## src/rtl/soc_bus_pkg.sv

```systemverilog
// Shared definitions for the SoC Wishbone interconnect: arbiter state
// encoding, master indices and the default watchdog limit.
`default_nettype none

package soc_bus_pkg;

  typedef enum logic [1:0] {
    IDLE = 2'd0,
    GNT0 = 2'd1,
    GNT1 = 2'd2
  } arb_state_e;

  localparam logic IBUS = 1'b0;
  localparam logic DBUS = 1'b1;

  localparam int unsigned DEFAULT_TIMEOUT_CYCLES = 255;

endpackage

`default_nettype wire

```

## src/rtl/wb_bus_watchdog.sv

```systemverilog
// Bus-timeout watchdog: counts granted cycles without a response and flags
// the TIMEOUT_CYCLES-th one.
`default_nettype none

module wb_bus_watchdog
  import soc_bus_pkg::*;
#(
  parameter int unsigned TIMEOUT_CYCLES = DEFAULT_TIMEOUT_CYCLES,
  parameter int unsigned TW             = 16
) (
  input  logic clk,
  input  logic rst_n,
  input  logic clr_i,
  input  logic en_i,
  output logic hit_o
);

  localparam logic [TW-1:0] LIMIT = TW'(TIMEOUT_CYCLES - 1);

  logic [TW-1:0] count_q;
  logic [TW-1:0] count_d;

  always_comb begin
    count_d = count_q;
    if (clr_i) begin
      count_d = '0;
    end else if (en_i) begin
      count_d = count_q + 1'b1;
    end
  end

  always_ff @(posedge clk or negedge rst_n) begin
    if (!rst_n) begin
      count_q <= '0;
    end else begin
      count_q <= count_d;
    end
  end

  // Gated by en so a response arriving on the limit cycle wins over the timeout.
  assign hit_o = en_i && (count_q == LIMIT);

endmodule

`default_nettype wire

```

## src/rtl/wb_cpu_bus_arbiter.sv

```systemverilog
// Two-master round-robin Wishbone B4 arbiter (ibus = m0, dbus = m1) onto one
// slave port, one transfer per grant, with a watchdog forcing err on hangs.
`default_nettype none

module wb_cpu_bus_arbiter
  import soc_bus_pkg::*;
#(
  parameter int unsigned TIMEOUT_CYCLES = DEFAULT_TIMEOUT_CYCLES,
  parameter int unsigned TW             = 16
) (
  input  logic        clk,
  input  logic        rst_n,
  input  logic [31:0] m0_addr,
  input  logic        m0_cyc,
  input  logic        m0_stb,
  output logic        m0_ack,
  output logic        m0_err,
  output logic [31:0] m0_dat_i,
  input  logic [31:0] m1_addr,
  input  logic [31:0] m1_dat_o,
  input  logic        m1_we,
  input  logic [3:0]  m1_sel,
  input  logic        m1_cyc,
  input  logic        m1_stb,
  output logic        m1_ack,
  output logic        m1_err,
  output logic [31:0] m1_dat_i,
  output logic [31:0] s_addr,
  output logic [31:0] s_dat_o,
  output logic        s_we,
  output logic [3:0]  s_sel,
  output logic        s_cyc,
  output logic        s_stb,
  input  logic        s_ack,
  input  logic        s_err,
  input  logic [31:0] s_dat_i,
  output logic        timeout_o,
  output logic        busy_o
);

  arb_state_e state_q, state_d;
  logic       last_grant_q, last_grant_d;
  logic       req0, req1;
  logic       wd_clr, wd_en, timeout_hit;
  logic       s_req;

  assign req0 = m0_cyc & m0_stb;
  assign req1 = m1_cyc & m1_stb;

  assign busy_o    = (state_q != IDLE);
  assign wd_en     = busy_o & ~s_ack & ~s_err;
  assign wd_clr    = (state_q == IDLE) && (state_d != IDLE);
  assign timeout_o = timeout_hit;
  assign m0_dat_i  = s_dat_i;
  assign m1_dat_i  = s_dat_i;
  assign s_cyc     = s_req;
  assign s_stb     = s_req;

  wb_bus_watchdog #(
    .TIMEOUT_CYCLES (TIMEOUT_CYCLES),
    .TW             (TW)
  ) u_watchdog (
    .clk   (clk),
    .rst_n (rst_n),
    .clr_i (wd_clr),
    .en_i  (wd_en),
    .hit_o (timeout_hit)
  );

  always_comb begin
    state_d      = state_q;
    last_grant_d = last_grant_q;
    s_addr       = '0;
    s_dat_o      = '0;
    s_we         = 1'b0;
    s_sel        = 4'h0;
    s_req        = 1'b0;
    m0_ack       = 1'b0;
    m0_err       = 1'b0;
    m1_ack       = 1'b0;
    m1_err       = 1'b0;

    unique case (state_q)
      IDLE: begin
        // Round-robin tie-break: prefer the master that did not hold the last grant.
        if (req0 && (!req1 || last_grant_q == DBUS)) begin
          state_d      = GNT0;
          last_grant_d = IBUS;
        end else if (req1) begin
          state_d      = GNT1;
          last_grant_d = DBUS;
        end
      end
      GNT0: begin
        s_addr = m0_addr;
        s_sel  = 4'hF;
        s_req  = req0 & ~timeout_hit;
        m0_ack = s_ack & ~s_err;
        m0_err = s_err | timeout_hit;
        if (s_ack || s_err || timeout_hit || !m0_cyc) state_d = IDLE;
      end
      GNT1: begin
        s_addr  = m1_addr;
        s_dat_o = m1_dat_o;
        s_we    = m1_we;
        s_sel   = m1_sel;
        s_req   = req1 & ~timeout_hit;
        m1_ack  = s_ack & ~s_err;
        m1_err  = s_err | timeout_hit;
        if (s_ack || s_err || timeout_hit || !m1_cyc) state_d = IDLE;
      end
      default: state_d = IDLE;
    endcase
  end

  always_ff @(posedge clk or negedge rst_n) begin
    if (!rst_n) begin
      state_q      <= IDLE;
      last_grant_q <= DBUS;
    end else begin
      state_q      <= state_d;
      last_grant_q <= last_grant_d;
    end
  end

endmodule

`default_nettype wire
```

## config.mk

```make
export PLATFORM = sky130hd
export DESIGN_NAME = wb_cpu_bus_arbiter
export DESIGN_NICKNAME = d
export VERILOG_FILES = /design/src/rtl/soc_bus_pkg.sv /design/src/rtl/wb_bus_watchdog.sv /design/src/rtl/wb_cpu_bus_arbiter.sv
export SDC_FILE = /design/constraint.sdc
export NUM_CORES = 1
export LEC_CHECK = 0
export ABC_AREA = 1
export CAP_MARGIN = 40
export CORE_AREA = 2 2 109 111
export CTS_CLUSTER_SIZE = 40
export DETAILED_ROUTE_END_ITERATION = 7
export DIE_AREA = 0 0 111 113
export HOLD_SLACK_MARGIN = 0.05
export PLACE_DENSITY = 0.79
export SYNTH_ARGS = -nofsm -noshare
export SYNTH_HDL_FRONTEND = slang
export SYNTH_HIERARCHICAL = 1
export SYNTH_SLANG_ARGS = --single-unit
```

## constraint.sdc

```tcl
create_clock -name clk -period 3.04 [get_ports clk]
set_input_delay 0.456 -clock clk [delete_from_list [all_inputs] [get_ports clk]]
set_output_delay 0.456 -clock clk [all_outputs]
set_load 0.03 [all_outputs]
```

==> flow_summary.toml <==
[sta]
fin_crit_sh_pct = 93.78
hold_viol = 0
setup_viol = 0
layout_setup_ws_ps = 189.1
setup_tns_ps = 0
fin_crit_ps = 2851
skew_ps = 1.602
slew_headroom_pct = 68.57
max_freq_mhz = 350.8
rsz0062_at_grt = "false"
worst_slew_pin_slew_ps = 470.8
slew_viol_final = 0

[route]
viasPerCell = 4.237
wl_mm = 10.38
drt_iter0_drc = 192
vias = 2953
drc = 0
firstDrtPassIters = 5
wl_per_cell_um = 14.90
ant_nets = 0

[setup_path]
crit_path_cell_trace = "inv_1 > ha_2 > buf_4 > nand2_1 > a21oi_1 > clkdlybuf4s50_1"
crit_path_end_kind = "primary output"
cp_max_fo = 17
critPathKind = "reg -> out"
cp.buffers_inverters = 3
cp-start-kind = "register"
critPathTopFamily = "buffers and inverters"
worstPathArrival_ps = 2390
worstPathRequired_ps = 2580
cpMaxStageDelayCell = "clkdlybuf4s50_1"
cpPeakStageDelay_ps = 700

[global_route]
grt_max_degree = 50
grt_antenna_before_repair = 0
grt_use_total_pct = 15.58
grt_pass1_wl_mm = 15.64
grt_pass1_vias = 2805
grt_overflow = 0

[clock_tree]
clock_latency_ps = 260
cts_resized = 0
cts_tree = "built"
clk_pin_slew_ps = 60
cts-root-buf = "clkbuf_16"
cts_hold_buf = 0
clock-sinks = 19
clockBufferDepth = 2
numCtsBuffers = 3
h-tree-depth = 1
cts_setup_buffers = 0

[floorplan]
row_count = 39
die_w_um = 111
die_area_um2 = 12540
fp.coreArea_um2 = 11270
initial_core_util_pct = 22.48
die_h_um = 113
ioPinCount = 282

[power]
ir_worst_vdd_mv = 0.3738
leakagePower_uw = 0.001981
p_per_area_nw_per_um2 = 676.5
power_uw = 2924

[logic_synthesis]
synth_edf_count = 0
ys_async_sr_fraction_pct = 100.0
synth_most_common_cell = "nand2_1"
synth_area_leader_cell = "nand2_1"
synth_ff_type = "dfrtp_1"
syn_area_per_cell_um2 = 5.811
syn_inst = 436
ys_seq_area_share_pct = 18.81
ys_ff_latch = 19
postSynthNetCount = 583
yosysUniqueCellTypes = 26
synth_top_area_share_pct = 22.07
synthTopCellsByArea = "nand2_1 22%, buf_4 20%, dfrtp_1 18%"
ys_warn_count = 6
syn_area_um2 = 2534
yosys-top-cells-count = "149 x nand2_1, 67 x buf_4, 60 x inv_1"

[min_path]
hp-class = "in -> async"

[placed_design]
dpl_worst_slack_ps = 209.9
place_area_um2 = 4243
portBuffers = 185
hpwl_mm = 8.425
place.gp.congestion = 0.8931

[cells_and_area]
antennaDiodeCount = 0
fin_area_um2 = 4322
area_delta_synth_final_pct = 70.57
multi_input_area_um2 = 1254
nets = 702
drive_gt1_share_pct = 10.11
seqCellArea_um2 = 476.7
fillers = 1146

[flow_run]
cap_viol_max_count = 0

[outcome]
status = "finished clean"
[power by group]
| group | switching [uW] | internal (uW) | total [uW] | leakage (uW) |
|---|---|---|---|---|
| Clock | 101 | 179 | 280 | 0.0000382 |
| Combinational | 1400 | 915 | 2320 | 0.00168 |
| Sequential | 37.1 | 292 | 329 | 0.000258 |
[cell families after synthesis]
family,share of synthesized area [%]
buffers and inverters,31.80
and+or+nand+nor,34.96
adders and majority gates,2.963
DFF,18.81
AOI/OAI and AO/OA,11.46
[placed cells by master (no fill, tap or decap), drive strengths merged, types with 5 or more instances in the layout]
cell type / n
clkdlybuf4s50: 160
nand2: 153
inv: 62
a21oi: 44
nor2: 40
buf: 35
dfrtp: 18
nand3: 11
o21ai: 8
ha: 6
nor3: 5
[routing by layer]
metal	vias to the layer above	track usage [%]	share of wire, %
met5	-	0	0
met2	169	27.77	49
met4	0	3.500	1.2
li1	1488	-	-
met1	1280	18.27	40
met3	16	5.088	10
[registers in the layout (all words and copies together) (netlist names)]
register            count
last_grant_q            1
state_q                 2
u_watchdog/count_q     16
[final timing paths]
check                                       from  cells past startpoint  slack, ps                     end
max                                   state_q[0]                      6        190               s_addr[4]
min                                        rst_n                      1        510  u_watchdog/count_q[14]
max reg2reg                           state_q[0]                     18        460   u_watchdog/count_q[4]
min reg2reg                u_watchdog/count_q[4]                      1        550   u_watchdog/count_q[4]
max in group asynchronous                  rst_n                      2       2020            last_grant_q
min in group clk           u_watchdog/count_q[4]                      1        550   u_watchdog/count_q[4]
[worst register-to-register path, delay by kind of cell (launching register included)]
family                     cells  cell delay, ps
and+or+nand+nor               10            1130
adders and majority gates      1             250
buffers and inverters          4             340
AOI/OAI and AO/OA              3             330
DFF                            1             420
[area by class of cell]
cell class	instances	area share (%)
clock buffers	4	1.824
inverters	63	5.472
multi-input cells	273	29.01
flip-flops and latches	19	11.03
well taps	143	4.140
repair buffers	195	48.52
[metrics by stage]
stage | utilization, % | std cells | hold slack, ps
6_report | 38.34 | 697 | 511.8
5_1_grt | 38.34 | 697 | 545.1
4_1_cts | 38.34 | 697 | 531.3
3_5_place_dp | 37.64 | 693 | 537.6
3_3_place_gp | 37.51 | 692 | 526.5
2_1_floorplan | - | 436 | 160.4
Power figures use the tool's default switching activity.
